===== src/rtl/shift_ctrl_pkg.sv =====
`default_nettype none
// ============================================================================
//  Module   : shift_ctrl_pkg
//  Purpose  : Shared definitions for the multi-cycle shift controller:
//             op codes, FSM state encoding, default per-cycle step and an
//             op-legality helper used by both controller and datapath.
//  Ports    : none (package)
//  Revision : 1.0 - initial release
// ============================================================================
package shift_ctrl_pkg;

    // Largest shift distance the datapath applies in a single cycle.
    localparam int STEP_DEFAULT = 4;

    localparam logic [2:0] OP_SHL  = 3'b000;
    localparam logic [2:0] OP_SHR  = 3'b001;
    localparam logic [2:0] OP_SHRA = 3'b010;
    localparam logic [2:0] OP_ROL  = 3'b011;
    localparam logic [2:0] OP_ROR  = 3'b100;

    typedef enum logic [1:0] {
        ST_IDLE = 2'b00,
        ST_RUN  = 2'b01,
        ST_DONE = 2'b10
    } state_e;

    // Codes 101..111 are reserved and reported as errors.
    function automatic logic op_is_legal(input logic [2:0] op);
        return (op <= OP_ROR);
    endfunction

endpackage
`default_nettype wire


===== src/rtl/shift_controller_if.sv =====
`default_nettype none
// ============================================================================
//  Module   : shift_controller_if
//  Purpose  : Request/response bundle of the shift controller.
//  Ports    : start, op[2:0], data_in[31:0], amount[4:0]  (request side)
//             busy, done, err, result[31:0]                (response side)
//             master - drives requests, slave - the controller itself
//  Revision : 1.0 - initial release
// ============================================================================
interface shift_controller_if;

    logic        start;
    logic [2:0]  op;
    logic [31:0] data_in;
    logic [4:0]  amount;
    logic        busy;
    logic        done;
    logic        err;
    logic [31:0] result;

    modport master (
        output start, op, data_in, amount,
        input  busy, done, err, result
    );

    modport slave (
        input  start, op, data_in, amount,
        output busy, done, err, result
    );

endinterface
`default_nettype wire


===== src/rtl/shift_step.sv =====
`default_nettype none
// ============================================================================
//  Module   : shift_step
//  Purpose  : Combinational single-step shifter. Applies one shift/rotate of
//             k bits (k never exceeds the controller's STEP) to a 32-bit word.
//  Ports    : word[31:0]    - operand
//             op[2:0]       - operation code
//             k[4:0]        - distance for this step
//             shifted[31:0] - result of the step
//  Revision : 1.0 - initial release
// ============================================================================
module shift_step
    import shift_ctrl_pkg::*;
(
    input  logic [31:0] word,
    input  logic [2:0]  op,
    input  logic [4:0]  k,
    output logic [31:0] shifted
);

    // Complementary distance for rotates. k==0 gives 32, which shifts the
    // wrapped half out entirely so the rotate degenerates to a pass-through.
    logic [5:0] w_wrap;
    assign w_wrap = 6'd32 - {1'b0, k};

    always_comb begin
        shifted = word;
        case (op)
            OP_SHL:  shifted = word << k;
            OP_SHR:  shifted = word >> k;
            OP_SHRA: shifted = $unsigned($signed(word) >>> k);
            OP_ROL:  shifted = (word << k) | (word >> w_wrap);
            OP_ROR:  shifted = (word >> k) | (word << w_wrap);
            default: shifted = word;
        endcase
    end

endmodule
`default_nettype wire


===== src/rtl/shift_controller.sv =====
`default_nettype none
// ============================================================================
//  Module   : shift_controller
//  Purpose  : Multi-cycle barrel-shift controller. Latches an operation on
//             start, then applies at most STEP bits of shift per cycle until
//             the requested distance is exhausted, and pulses done.
//  Ports    : clock  - rising-edge clock
//             reset  - synchronous active-high reset
//             bus    - shift_controller_if.slave (start/op/data_in/amount in,
//                      busy/done/err/result out)
//  Params   : STEP   - max bits shifted per cycle (1, 2, 4, 8 or 16)
//  Revision : 1.0 - initial release
// ============================================================================
module shift_controller
    import shift_ctrl_pkg::*;
#(
    parameter int STEP = STEP_DEFAULT
)
(
    input  logic                 clock,
    input  logic                 reset,
    shift_controller_if.slave    bus
);

    localparam logic [4:0] STEP_K = 5'(STEP);

    state_e      r_state;
    logic [31:0] r_word;
    logic [2:0]  r_op;
    logic [4:0]  r_remaining;
    logic        r_busy;
    logic        r_done;
    logic        r_err;
    logic [31:0] r_result;

    logic [4:0]  w_k;
    logic [4:0]  w_rem_next;
    logic [31:0] w_step_word;

    // Distance applied this cycle: whatever is left, capped at STEP.
    assign w_k        = (r_remaining < STEP_K) ? r_remaining : STEP_K;
    assign w_rem_next = r_remaining - w_k;

    shift_step u_shift_step (
        .word    (r_word),
        .op      (r_op),
        .k       (w_k),
        .shifted (w_step_word)
    );

    always_ff @(posedge clock) begin
        if (reset) begin
            r_state     <= ST_IDLE;
            r_word      <= 32'd0;
            r_op        <= 3'd0;
            r_remaining <= 5'd0;
            r_busy      <= 1'b0;
            r_done      <= 1'b0;
            r_err       <= 1'b0;
            r_result    <= 32'd0;
        end else begin
            case (r_state)
                ST_IDLE: begin
                    r_done <= 1'b0;
                    r_err  <= 1'b0;
                    if (bus.start) begin
                        r_word      <= bus.data_in;
                        r_op        <= bus.op;
                        r_remaining <= bus.amount;
                        r_busy      <= 1'b1;
                        // Nothing to shift (zero distance or bad op): the
                        // operand is the answer and no RUN cycle is spent.
                        if ((bus.amount == 5'd0) || !op_is_legal(bus.op)) begin
                            r_state  <= ST_DONE;
                            r_done   <= 1'b1;
                            r_err    <= !op_is_legal(bus.op);
                            r_result <= bus.data_in;
                        end else begin
                            r_state <= ST_RUN;
                        end
                    end
                end

                ST_RUN: begin
                    r_word      <= w_step_word;
                    r_remaining <= w_rem_next;
                    if (w_rem_next == 5'd0) begin
                        r_state  <= ST_DONE;
                        r_done   <= 1'b1;
                        r_result <= w_step_word;
                    end
                end

                ST_DONE: begin
                    // start is deliberately not looked at here.
                    r_state <= ST_IDLE;
                    r_busy  <= 1'b0;
                    r_done  <= 1'b0;
                    r_err   <= 1'b0;
                end

                default: begin
                    r_state <= ST_IDLE;
                    r_busy  <= 1'b0;
                    r_done  <= 1'b0;
                    r_err   <= 1'b0;
                end
            endcase
        end
    end

    assign bus.busy   = r_busy;
    assign bus.done   = r_done;
    assign bus.err    = r_err;
    assign bus.result = r_result;

endmodule
`default_nettype wire


===== src/flat_wrapper.sv =====
// flat-port wrapper written by rule: the top's interface ports become plain ports
module shift_controller_flat import shift_ctrl_pkg::*;
#(
    parameter int STEP = STEP_DEFAULT
)
  (clock, reset, bus_start, bus_op, bus_data_in, bus_amount, bus_busy, bus_done, bus_err, bus_result);
  shift_controller_if bus_i ();
  input  logic clock;
  input  logic reset;
  input wire logic [$bits(bus_i.start)-1:0] bus_start;
  input wire logic [$bits(bus_i.op)-1:0] bus_op;
  input wire logic [$bits(bus_i.data_in)-1:0] bus_data_in;
  input wire logic [$bits(bus_i.amount)-1:0] bus_amount;
  output wire logic [$bits(bus_i.busy)-1:0] bus_busy;
  output wire logic [$bits(bus_i.done)-1:0] bus_done;
  output wire logic [$bits(bus_i.err)-1:0] bus_err;
  output wire logic [$bits(bus_i.result)-1:0] bus_result;
  assign bus_i.start = bus_start;
  assign bus_i.op = bus_op;
  assign bus_i.data_in = bus_data_in;
  assign bus_i.amount = bus_amount;
  assign bus_busy = bus_i.busy;
  assign bus_done = bus_i.done;
  assign bus_err = bus_i.err;
  assign bus_result = bus_i.result;
  shift_controller #(.STEP(STEP)) u_core (.clock(clock), .reset(reset), .bus(bus_i));
endmodule

===== config.mk =====
export PLATFORM = sky130hd
export DESIGN_NAME = shift_controller_flat
export DESIGN_NICKNAME = d
export VERILOG_FILES = /design/src/rtl/shift_ctrl_pkg.sv /design/src/rtl/shift_controller_if.sv /design/src/rtl/shift_step.sv /design/src/rtl/shift_controller.sv /design/src/flat_wrapper.sv
export SDC_FILE = /design/constraint.sdc
export NUM_CORES = 1
export LEC_CHECK = 0
export CAP_MARGIN = 5
export CORE_MARGIN = 4
export CORE_UTILIZATION = 25
export DETAILED_ROUTE_END_ITERATION = 6
export PLACE_DENSITY = 0.5
export SYNTH_ARGS = -nofsm -noshare
export SYNTH_HDL_FRONTEND = slang
export SYNTH_SLANG_ARGS = --single-unit

===== constraint.sdc =====
create_clock -name clock -period 6.35 [get_ports clock]
set_input_delay 1.27 -clock clock [delete_from_list [all_inputs] [get_ports clock]]
set_output_delay 1.27 -clock clock [all_outputs]
set_load 0.005 [all_outputs]

==> impl_summary.md <==
Timing
The hold violation count in the final report is 0. Setup violations remaining at the end of the flow were counted as 0. At the pin with the least slew margin, the transition time is 1.16 ns. The final sum of negative setup slack is 0 ns. The time the worst path needs with I/O delays and setup is 4.43 ns. The remaining max-slew budget at the tightest pin is 0.218. The part of the cycle the worst path needs is 0.697. The number of slew-limit violations in the final report is 0. The highest achievable clock rate is 226 MHz. Setup repair after global routing left no endpoint under its margin. The worst clock skew is 0.0111 ns.

Layout
In the layout the commonest cells are 121 x nor2_1, 107 x nand2_1, 76 x clkdlybuf4s50_1, 76 x dfxtp_1, 57 x mux2i_1. In the final design database the tool counted 1140 nets. Of the cells placed in the final design, the portion with a size suffix greater than 1 is 0.143. After filler insertion, the fill cell instance count of the layout stands at 3674. Relative to the synthesized area, the layout overhead comes to 16.0%. The finished layout holds 1548 standard cells, fillers aside. The final design utilization is 0.295. The library cell used most frequently in the layout, excluding fill and tap cells, is nor2_1. The final cell area excluding filler cells is 9960 um2. The number of antenna diodes in the final layout is 0.

Clock network
In this run, post-CTS hold repair placed 0 buffers. The number of post-CTS setup repair buffers is 0. Clock-pin slew was measured on the worst setup and hold paths at 0.07 ns. TritonCTS built the clock tree.

The post-cts sizing count is 0. The clock sink total is 77. The H-tree was split into 3 levels.

The number of buffers created by CTS is 9. The clock latency on the worst-skew pair is 0.36 ns. The clock passes through at most 2 buffers.

The tree is rooted in a clkbuf_16.

Place
The placed instance count is 1532. The standard cell area after detailed placement is 9630 um2. The final weighted congestion of routability-driven global placement is 1.04.

The number of input and output port buffers inserted is 77. The wire-length estimate of the detail-placed layout is 32.3 mm.

Die
The height of the die is 193 um. The core region is 33700 um2. The die span in x is 193 um. The area enclosed by the die boundary is 37400 um2. The initial utilization of the core area, before any placement, comes to 0.255. The I/O pin count is 78. After floorplanning, the core was divided into 67 placement rows.

Critical path
The cell count of the worst reg-to-reg path is 9. The start point of the critical path is u_core.r_remaining[2]. Setup slack on the worst reg-to-reg path comes out at 1.92 ns. The worst endpoint data arrival time is 4.70 ns. The capturing element type of the critical path is a flop. In this run the worst path has a maximum fanout of 18. The type of the worst setup path is reg -> reg. At the worst endpoint, the required time is 6.63 ns. The startpoint identified for the worst register-to-register timing path is u_core.r_remaining[2]. The critical path launch point type is a flop.

The end of the worst register-to-register path is u_core.bus.result[17]. The most critical setup path has its endpoint at u_core.bus.result[17].

Global routing
The first global-routing pass estimated 69.1 mm of wire. The number of global-route vias before repair is 9493. The total overflow reported by the global router is 0.

Across every metal layer, demand over resource in global routing totals 0.240. The pin count of the biggest net entering global routing is 57. The initial antenna violation count is 1.

Logic synthesis
The mean instance size in the synthesized netlist is 7.77 um2. For this run, the register share of the synthesized area comes to 0.180. The main combinational cell family by area after synthesis is compound AO/OA/AOI/OAI gates. The synthesized-area fraction occupied by ao, oa, aoi and oai cells came to 0.346.

After synthesis, the share of cell area in mux cells is 0.178. After synthesis, the netlist uses 96 different library cells. The area share of and/or/nand/nor cells after synthesis is 0.205. The synthesized netlist occupies a cell area of 8580 um2. The count of synthesis-stage warnings from yosys is 0. The flip-flop cell with the highest count after synthesis is dfxtp_1. The synthesized netlist net count is 1149.

Counting flops with an async set or reset pin after synthesis yields a share of 0. The arithmetic-cell share of the synthesized area counting full adders, half adders and majority gates is 0.00292. Of the total synthesized cell area, the portion taken by XOR and XNOR cells is 0.00612.

The number of instances in the synthesized netlist is 1104. Counting flops with a built-in enable in the synthesized netlist gives 0. Synthesis inferred 77 register bits.

Pwr
The worst IR drop on VDD is 0.110 mV. The total power per unit cell area is 256 nW/um2. The cell leakage power is 3.23 nW.

Drt
The final routed wire length divided by cell count is 30.5 um. The count of routing violations after the opening detailed-route iteration is 1251. In this run the remaining antenna-violating nets after routing total 0. In the routed layout, each cell is associated on average with a via count of 6.51.

For this run, design rule violations remaining after detail routing come to 0. Across all layers, the routed design uses 10100 vias. The first TritonRoute pass finished after 5 iterations. The total routed wirelength is 47.2 mm.

Outcome
The run finished with clean final reports.

Hold path
The worst hold path belongs to the class reg -> reg. The worst hold path begins at u_core.bus.result[22].

Run
Max-cap violations in this run came to 0.
cell type report:
cell class / count / area, um2 / area share
Timing Repair Buffer: 118 / 1090 / 0.109
Inverter: 15 / 58.8 / 0.00591
Tap cell: 448 / 561 / 0.0563
Clock inverter: 6 / 93.8 / 0.00942
Clock buffer: 10 / 229 / 0.0230
Multi-Input combinational cell: 874 / 6390 / 0.641
Sequential cell: 77 / 1540 / 0.155
cell families (layout without fill, tap and decap cells):
kind of cell | Yosys count | in the layout
flops | 77 | 77
mux | 113 | 113
other cells | 1 | 1
xor+xnor | 6 | 6
compound gates | 388 | 388
fa+ha+maj | 2 | 2
simple gates | 364 | 364
buf+inv | 153 | 149
synthesized netlist by cell type (6+ instances only):
cell type,number,share of area
nand3_1,20,0.012
a211oi_1,42,0.037
or3_1,11,0.0080
a311oi_1,19,0.019
nand2b_1,6,0.0044
dfxtp_1,77,0.18
o211ai_1,22,0.019
clkbuf_1,91,0.040
a2bb2oi_1,14,0.014
o31ai_1,8,0.0070
o221ai_1,11,0.011
mux2_2,26,0.034
a2111oi_0,8,0.0082
buf_6,9,0.012
o22ai_1,9,0.0066
a211o_1,9,0.0092
and3_1,8,0.0058
o21a_1,10,0.0087
a22oi_1,15,0.013
nand3b_1,7,0.0061
nand2_1,107,0.047
a22o_1,8,0.0082
o21ai_0,43,0.025
buf_1,7,0.0031
mux4_2,24,0.063
o2111ai_1,7,0.0071
and2_1,7,0.0051
nor2_1,123,0.054
nor4_1,7,0.0051
a31oi_1,13,0.0095
nor3_1,25,0.015
a221oi_1,12,0.012
buf_2,27,0.016
nor2b_1,11,0.0080
mux2i_1,57,0.066
inv_1,11,0.0048
a21oi_1,52,0.030
per-layer routing:
| layer | global-route usage | share of wire | vias to the layer above |
|---|---|---|---|
| met5 | 0 | 0.00028 | - |
| met4 | 0.105 | 0.053 | 2 |
| met3 | 0.0492 | 0.10 | 181 |
| met2 | 0.362 | 0.43 | 715 |
| met1 | 0.332 | 0.42 | 4932 |
| li1 | - | - | 4255 |
report_power, final:
| part | internal (mW) | switching, mW | leakage, nW |
|---|---|---|---|
| clock | 0.349 | 0.257 | 0.154 |
| combinational | 0.457 | 0.802 | 2.44 |
| sequential | 0.538 | 0.147 | 0.636 |
| total | 1.34 | 1.21 | 3.23 |
per-stage QoR:
step / worst slack (ns) / power (mW) / hold slack (ns)
after floorplan: 2.85 / 1.40 / 0.464
after global placement: 2.13 / 1.91 / 0.477
after detailed placement: 2.06 / 1.90 / 0.478
after CTS: 2.02 / 2.51 / 0.493
after global routing: 1.77 / 2.63 / 0.520
final: 1.92 / 2.55 / 0.489
flip-flops by register name, indices dropped and copies added (netlist names):
signal	flops
u_core.r_state	2
u_core.bus.err	1
u_core.r_word	32
u_core.r_op	3
u_core.bus.busy	1
u_core.bus.done	1
u_core.bus.result	32
u_core.r_remaining	5
worst min path at each step:
| stage | endpoint | slack [ns] | cells past startpoint |
|---|---|---|---|
| after floorplan | u_core.bus.done | 0.46 | 2 |
| after global placement | u_core.bus.result[8] | 0.48 | 2 |
| after detailed placement | u_core.bus.result[12] | 0.48 | 2 |
| after CTS | u_core.bus.result[22] | 0.49 | 2 |
| after global routing | u_core.bus.result[0] | 0.52 | 2 |
| final | u_core.bus.result[22] | 0.49 | 2 |
critical path, stage by stage (launching register included):
cell	delay, ns
dfxtp_1	0.55
nor4b_4	0.83
inv_1	0.47
ha_1	0.53
nor4b_1	0.75
nand3_1	0.16
a311oi_1	0.30
nor4_1	0.11
o311a_1	0.42
a211oi_2	0.21
Note: power is estimated with default switching activity, not from simulation.
==> variant 1 (config.mk and constraints unchanged) <==
Make the reset (`reset`) asynchronous in one clocked block. Comments in the files are not updated.
--- a/src/rtl/shift_controller.sv
+++ b/src/rtl/shift_controller.sv
@@ -48,7 +48,7 @@
         .shifted (w_step_word)
     );
 
-    always_ff @(posedge clock) begin
+    always_ff @(posedge clock or posedge reset) begin
         if (reset) begin
             r_state     <= ST_IDLE;
             r_word      <= 32'd0;
Function: differs if reset is asserted again (counterexample within 4 cycles, from zero or initial values and one cycle with reset high); with reset held inactive, the same outputs for 4 cycles.
==> variant 1 against the original RTL <==
- setup slack lost 240 ps
- wire length decreased by 13%
- utilization increased by 0.23 points
- sequential share of layout area increased by 5.0 points
- count of clock-buffer cells in the layout stayed put
- clock skew is 5.9 ps lower
- final area decreased by 5.4%
- sequential cell count unchanged
- synthesized area shrank 6.2%
Power is not compared: it rests on default switching activity, and its combinational part moved more than twofold at a synthesized area within 25%.
==> variant 1: results (changes against the original RTL) <==
| Metric | Value |
|---|---|
| Placer Congestion | 1.01 (-3.0%) |
| Total number of H-tree levels | 3 (unchanged) |
| XOR/XNOR Fraction of Synth Area | 0.979% (+0.37 points) |
| Biggest fanout along the worst timing path | 21 (+3) |
| Layout cell share with drive strength beyond 1 | 11.5% (-2.8 points) |
| Finish-stage setup viols | 0 (unchanged) |
| Data arrival at the endpoint of the critical path | 4930 ps (+230 ps) |
| First-pass GRT wire length | 60.8 mm (-12%) |
| Most frequent cells after synthesis | 144 x sky130_fd_sc_hd__nand2_1, 96 x sky130_fd_sc_hd__clkbuf_1, 77 x sky130_fd_sc_hd__dfrtp_1, 76 x sky130_fd_sc_hd__mux2i_1, 75 x sky130_fd_sc_hd__nor2_1 |
| Filler Cells Inserted | 3378 (-8.1%) |
| Post-detailed-routing wire length | 41.2 mm (-13%) |
| Outcome | finished clean |
| Count of different cell masters after synthesis | 80 (-17%) |
| Mux contribution to synthesized area | 20.9% (+3.1 points) |
| Number of violations reported at the end of detailed-routing iteration 0 | 1151 (-8.0%) |
| Total via count in the routed design | 8923 (-12%) |
| Warnings from Yosys | 0 (unchanged) |
| Sequential-to-total area share from yosys stat | 23.9% (+6.0 points) |
| Measured slew at the worst slew-check pin | 1160 ps (-3.33 ps) |
| Pin count of the biggest net entering global routing | 78 (+37%) |
| Worst slack at placement | 1790 ps (-267 ps) |
| Synthesized-area fraction occupied by adder cells | 0.311% (+0.019 points) |
| Primary flip-flop cell chosen by synthesis mapping | sky130_fd_sc_hd__dfrtp_1 |
| Post-synth ARST share | 100% (+100 points) |
| Final number of max-transition violations | 0 (unchanged) |
| DP Wirelength | 28.6 mm (-11%) |
| Synthesized-area fraction occupied by ao, oa, aoi and oai cells | 28.1% (-6.5 points) |
| Number of global-route vias before repair | 8566 (-9.8%) |
| Cell types occupying the most area after synthesis | sky130_fd_sc_hd__dfrtp_1 24%, sky130_fd_sc_hd__mux2i_1 9.4%, sky130_fd_sc_hd__mux4_2 7.0% |
| Clock skew | 5.22 ps (-5.90 ps) |
| Total routing usage reported by global routing | 22.7% (-1.3 points) |
| Number of iterations in the first detailed-routing pass | 6 (+1) |
## variant 1: area by class of cell
cell class | instances | share of cell area (%)
well taps | 402 | 5.34
inverters | 12 | 0.491
repair buffers | 105 | 10.4
clock inverters | 6 | 1.18
multi-input cells | 793 | 59.7
flip-flops and latches | 77 | 20.5
clock buffers | 10 | 2.43
## variant 1: where the power goes
group          internal (mW)  switching [mW]  total (mW)
Sequential             0.738           0.689        1.43
Combinational           1.74            2.84        4.58
Clock                  0.384           0.233       0.617
Total                   2.86            3.77        6.62
## variant 1: critical path, stage by stage (launching register included)
cell                      delay [ps]
sky130_fd_sc_hd__dfrtp_1         670
sky130_fd_sc_hd__or3_1           260
sky130_fd_sc_hd__nor2_4           80
sky130_fd_sc_hd__inv_2           440
sky130_fd_sc_hd__ha_1            720
sky130_fd_sc_hd__or4b_1          680
sky130_fd_sc_hd__nor3_1          740
sky130_fd_sc_hd__nand2_1         300
sky130_fd_sc_hd__o31ai_1         280
sky130_fd_sc_hd__nor4_1          130
sky130_fd_sc_hd__o31ai_1         250
## variant 1: per-stage QoR
stage | cells | instance area [um2] | total power [mW] | utilization (%)
final | 1405 | 9420 | 6.62 | 29.8
after global routing | 1405 | 9420 | 6.89 | 29.8
after detailed placement | 1389 | 9080 | 5.83 | 28.7
after global placement | 1389 | 9080 | 5.90 | 28.7
after CTS | 1405 | 9420 | 6.48 | 29.8
after floorplan | 1001 | 8050 | 4.02 | -
## variant 1: cells by family (layout without fill, tap and decap cells)
family / count (synthesis) / count (layout)
AO/OA/AOI/OAI: 317 / 317
buffers and inverters: 131 / 133
adder cells (fa/ha/maj): 2 / 2
XOR/XNOR: 9 / 9
flip-flops: 77 / 77
other: 1 / 1
multiplexers: 133 / 133
AND/OR/NAND/NOR: 331 / 331
## variant 1: worst paths after layout
check,slack (ps),endpoint,from,cells past startpoint
hold reg to reg,480,u_core.bus.result[9],u_core.bus.result[9],2
min in group asynchronous,1550,u_core.bus.result[27],reset,3
setup reg to reg,1690,u_core.r_word[18],u_core.r_remaining[3],10
setup / recovery,1690,u_core.r_word[18],u_core.r_remaining[3],10
max in group asynchronous,4090,u_core.r_remaining[1],reset,3
hold / removal,480,u_core.bus.result[9],u_core.bus.result[9],2
## variant 1: layer usage
metal	routed length [um]	GRT usage, %
met5	8	0
met4	2060	10.9
met2	18100	34.7
met3	3840	4.05
met1	17200	31.1
==> variant 2 (config.mk and constraints unchanged) <==
Made on the original files. The 3 states of `state_e` get a one-hot encoding in 3 bits.
--- a/src/rtl/shift_ctrl_pkg.sv
+++ b/src/rtl/shift_ctrl_pkg.sv
@@ -18,10 +18,10 @@
     localparam logic [2:0] OP_ROL  = 3'b011;
     localparam logic [2:0] OP_ROR  = 3'b100;
 
-    typedef enum logic [1:0] {
-        ST_IDLE = 2'b00,
-        ST_RUN  = 2'b01,
-        ST_DONE = 2'b10
+    typedef enum logic [2:0] {
+        ST_IDLE = 3'b001,
+        ST_RUN  = 3'b010,
+        ST_DONE = 3'b100
     } state_e;
 
     // Codes 101..111 are reserved and reported as errors.
Behaviour: no difference found for any inputs over 4 cycles, from zero or initial values and one cycle with reset high; so few cycles prove little.
==> variant 2 against the original RTL <==
- total power shrank 20%
- clock power shrank 18%
- die area shrank 7.8%
- via count shrank 6.5%
- maximum frequency grew 0.66%
- sequential cell count grew 1
- combinational power shrank 30%
- setup slack gained 29 ps
- count of clock-buffer cells in the layout is the same
- wire length shrank 15%
- largest power group unchanged
- sequential share of layout area grew 1.8 points
- synthesized area shrank 8.1%
- final area shrank 9.2%
==> variant 2: results (changes against the original RTL) <==
| Metric | Value |
|---|---|
| Number of iterations in the first detailed-routing pass | 7 (+2) |
| Root Driver | sky130_fd_sc_hd__clkbuf_16 |
| Data arrival at the endpoint of the critical path | 4600 ps (-100 ps) |
| Leakage power total | 3.06 nW (-5.0%) |
| Worst slack at placement | 2180 ps (+116 ps) |
| Number of global-route vias before repair | 8752 (-7.8%) |
| Time the final worst path needs with I/O delays and setup | 4400 ps (-29.2 ps) |
| Synthesized-area fraction occupied by ao, oa, aoi and oai cells | 35.2% (+0.52 points) |
| Layout cell share with drive strength beyond 1 | 9.84% (-4.4 points) |
| Cell types occupying the most area after synthesis | sky130_fd_sc_hd__dfxtp_1 20%, sky130_fd_sc_hd__mux2i_1 9.3%, sky130_fd_sc_hd__nand2_1 6.3% |
| Sequential-to-total area share from yosys stat | 19.8% (+1.8 points) |
| Met2 wire length | 16.8 mm (-16%) |
| Mux contribution to synthesized area | 15.3% (-2.5 points) |
| Biggest fanout along the worst timing path | 23 (+5) |
| Uppermost routed layer | met4 |
| XOR/XNOR Fraction of Synth Area | 0.667% (+0.054 points) |
| Setup slack of the worst register-to-register path | 1950 ps (+30 ps) |
| Number of violations reported at the end of detailed-routing iteration 0 | 1315 (+5.1%) |
| Via density per instance | 6.54 (+0.35%) |
| Outcome | finished clean |
| Most frequent cells after synthesis | 133 x sky130_fd_sc_hd__nand2_1, 88 x sky130_fd_sc_hd__clkbuf_1, 78 x sky130_fd_sc_hd__a21oi_1, 78 x sky130_fd_sc_hd__dfxtp_1, 73 x sky130_fd_sc_hd__mux2i_1 |
| Total routing usage reported by global routing | 22.5% (-1.5 points) |
| Wire length the detailed router placed on met1 | 16.8 mm (-15%) |
| Max-Slew Margin vs Limit | 21.6% (-0.25 points) |
| Clock skew | 13.3 ps (+2.21 ps) |
| Post-detailed-routing wire length | 40.1 mm (-15%) |
| Met3 routed WL | 4.39 mm (-7.3%) |
| Pin count of the biggest net entering global routing | 67 (+18%) |
| Placer Congestion | 0.991 (-4.7%) |
| Count of different cell masters after synthesis | 90 (-6.3%) |
| Synthesized-area fraction occupied by adder cells | 0.317% (+0.026 points) |
## variant 2: cell types whose count changed in the layout (fill, tap and decap cells not counted), sizes merged, moves of 16 or more
| cell | before | now |
|---|---|---|
| a211oi | 47 | 22 |
| mux4 | 27 | 11 |
| nand3 | 21 | 43 |
| a21oi | 52 | 78 |
| o22ai | 9 | 32 |
| nor2 | 124 | 67 |
| nand2 | 107 | 134 |
## variant 2: area by class of cell
class | instances | area [um2]
fill | 3297 | 21800
multi-input combinational | 840 | 5710
sequential | 78 | 1560
timing repair buffer | 103 | 961
tap | 396 | 495
clock buffer | 10 | 239
inverter | 11 | 41.3
clock inverter | 5 | 36.3
## variant 2: final timing paths
kind	startpoint	to
min reg2reg	u_core.bus.result[7]	u_core.bus.result[7]
max	u_core.r_remaining[1]	u_core.r_word[15]
max reg2reg	u_core.r_remaining[1]	u_core.r_word[15]
min	u_core.bus.result[7]	u_core.bus.result[7]
## variant 2: critical path, cell delays in order, from the launching register on
cell and delay (ps):
sky130_fd_sc_hd__dfxtp_2 650, sky130_fd_sc_hd__nor4b_4 290, sky130_fd_sc_hd__buf_4 260, sky130_fd_sc_hd__inv_2 60, sky130_fd_sc_hd__ha_1 660, sky130_fd_sc_hd__inv_1 670, sky130_fd_sc_hd__nor2_1 140, sky130_fd_sc_hd__a221oi_1 710
sky130_fd_sc_hd__o22ai_1 220, sky130_fd_sc_hd__nor4_1 400, sky130_fd_sc_hd__o32ai_1 170
## variant 2: per-stage QoR
step	cell area, um2	hold slack (ps)	cells	utilization (%)	total power [mW]
global placement	8770	458	1428	28.4	1.53
detailed placement	8770	450	1428	28.4	1.52
global route	9040	495	1443	29.3	2.12
floorplan	7880	448	1066	-	1.18
finish	9040	461	1443	29.3	2.05
CTS	9040	459	1443	29.3	2.02
## variant 2: cells by family (layout without fill, tap and decap cells)
group,Yosys count,after routing
other cells,1,1
flops,78,78
xor+xnor,6,6
buf+inv,148,129
compound gates,392,392
fa+ha+maj,2,2
mux,104,104
simple gates,335,335
## variant 2: layer usage
metal,global-route usage (%),vias up
met2,32.9,701
li1,-,4066
met4,10.2,0
met1,31.6,4525
met5,0,-
met3,5.04,142
## variant 2: power groups by stage
stage                     Combinational, mW  Clock [mW]  Sequential [mW]
after global placement                0.852           0            0.679
after global routing                  0.922       0.525            0.677
after CTS                             0.848       0.504            0.666
after detailed placement              0.843           0            0.676
final                                 0.880       0.497            0.677
after floorplan                       0.619           0            0.563
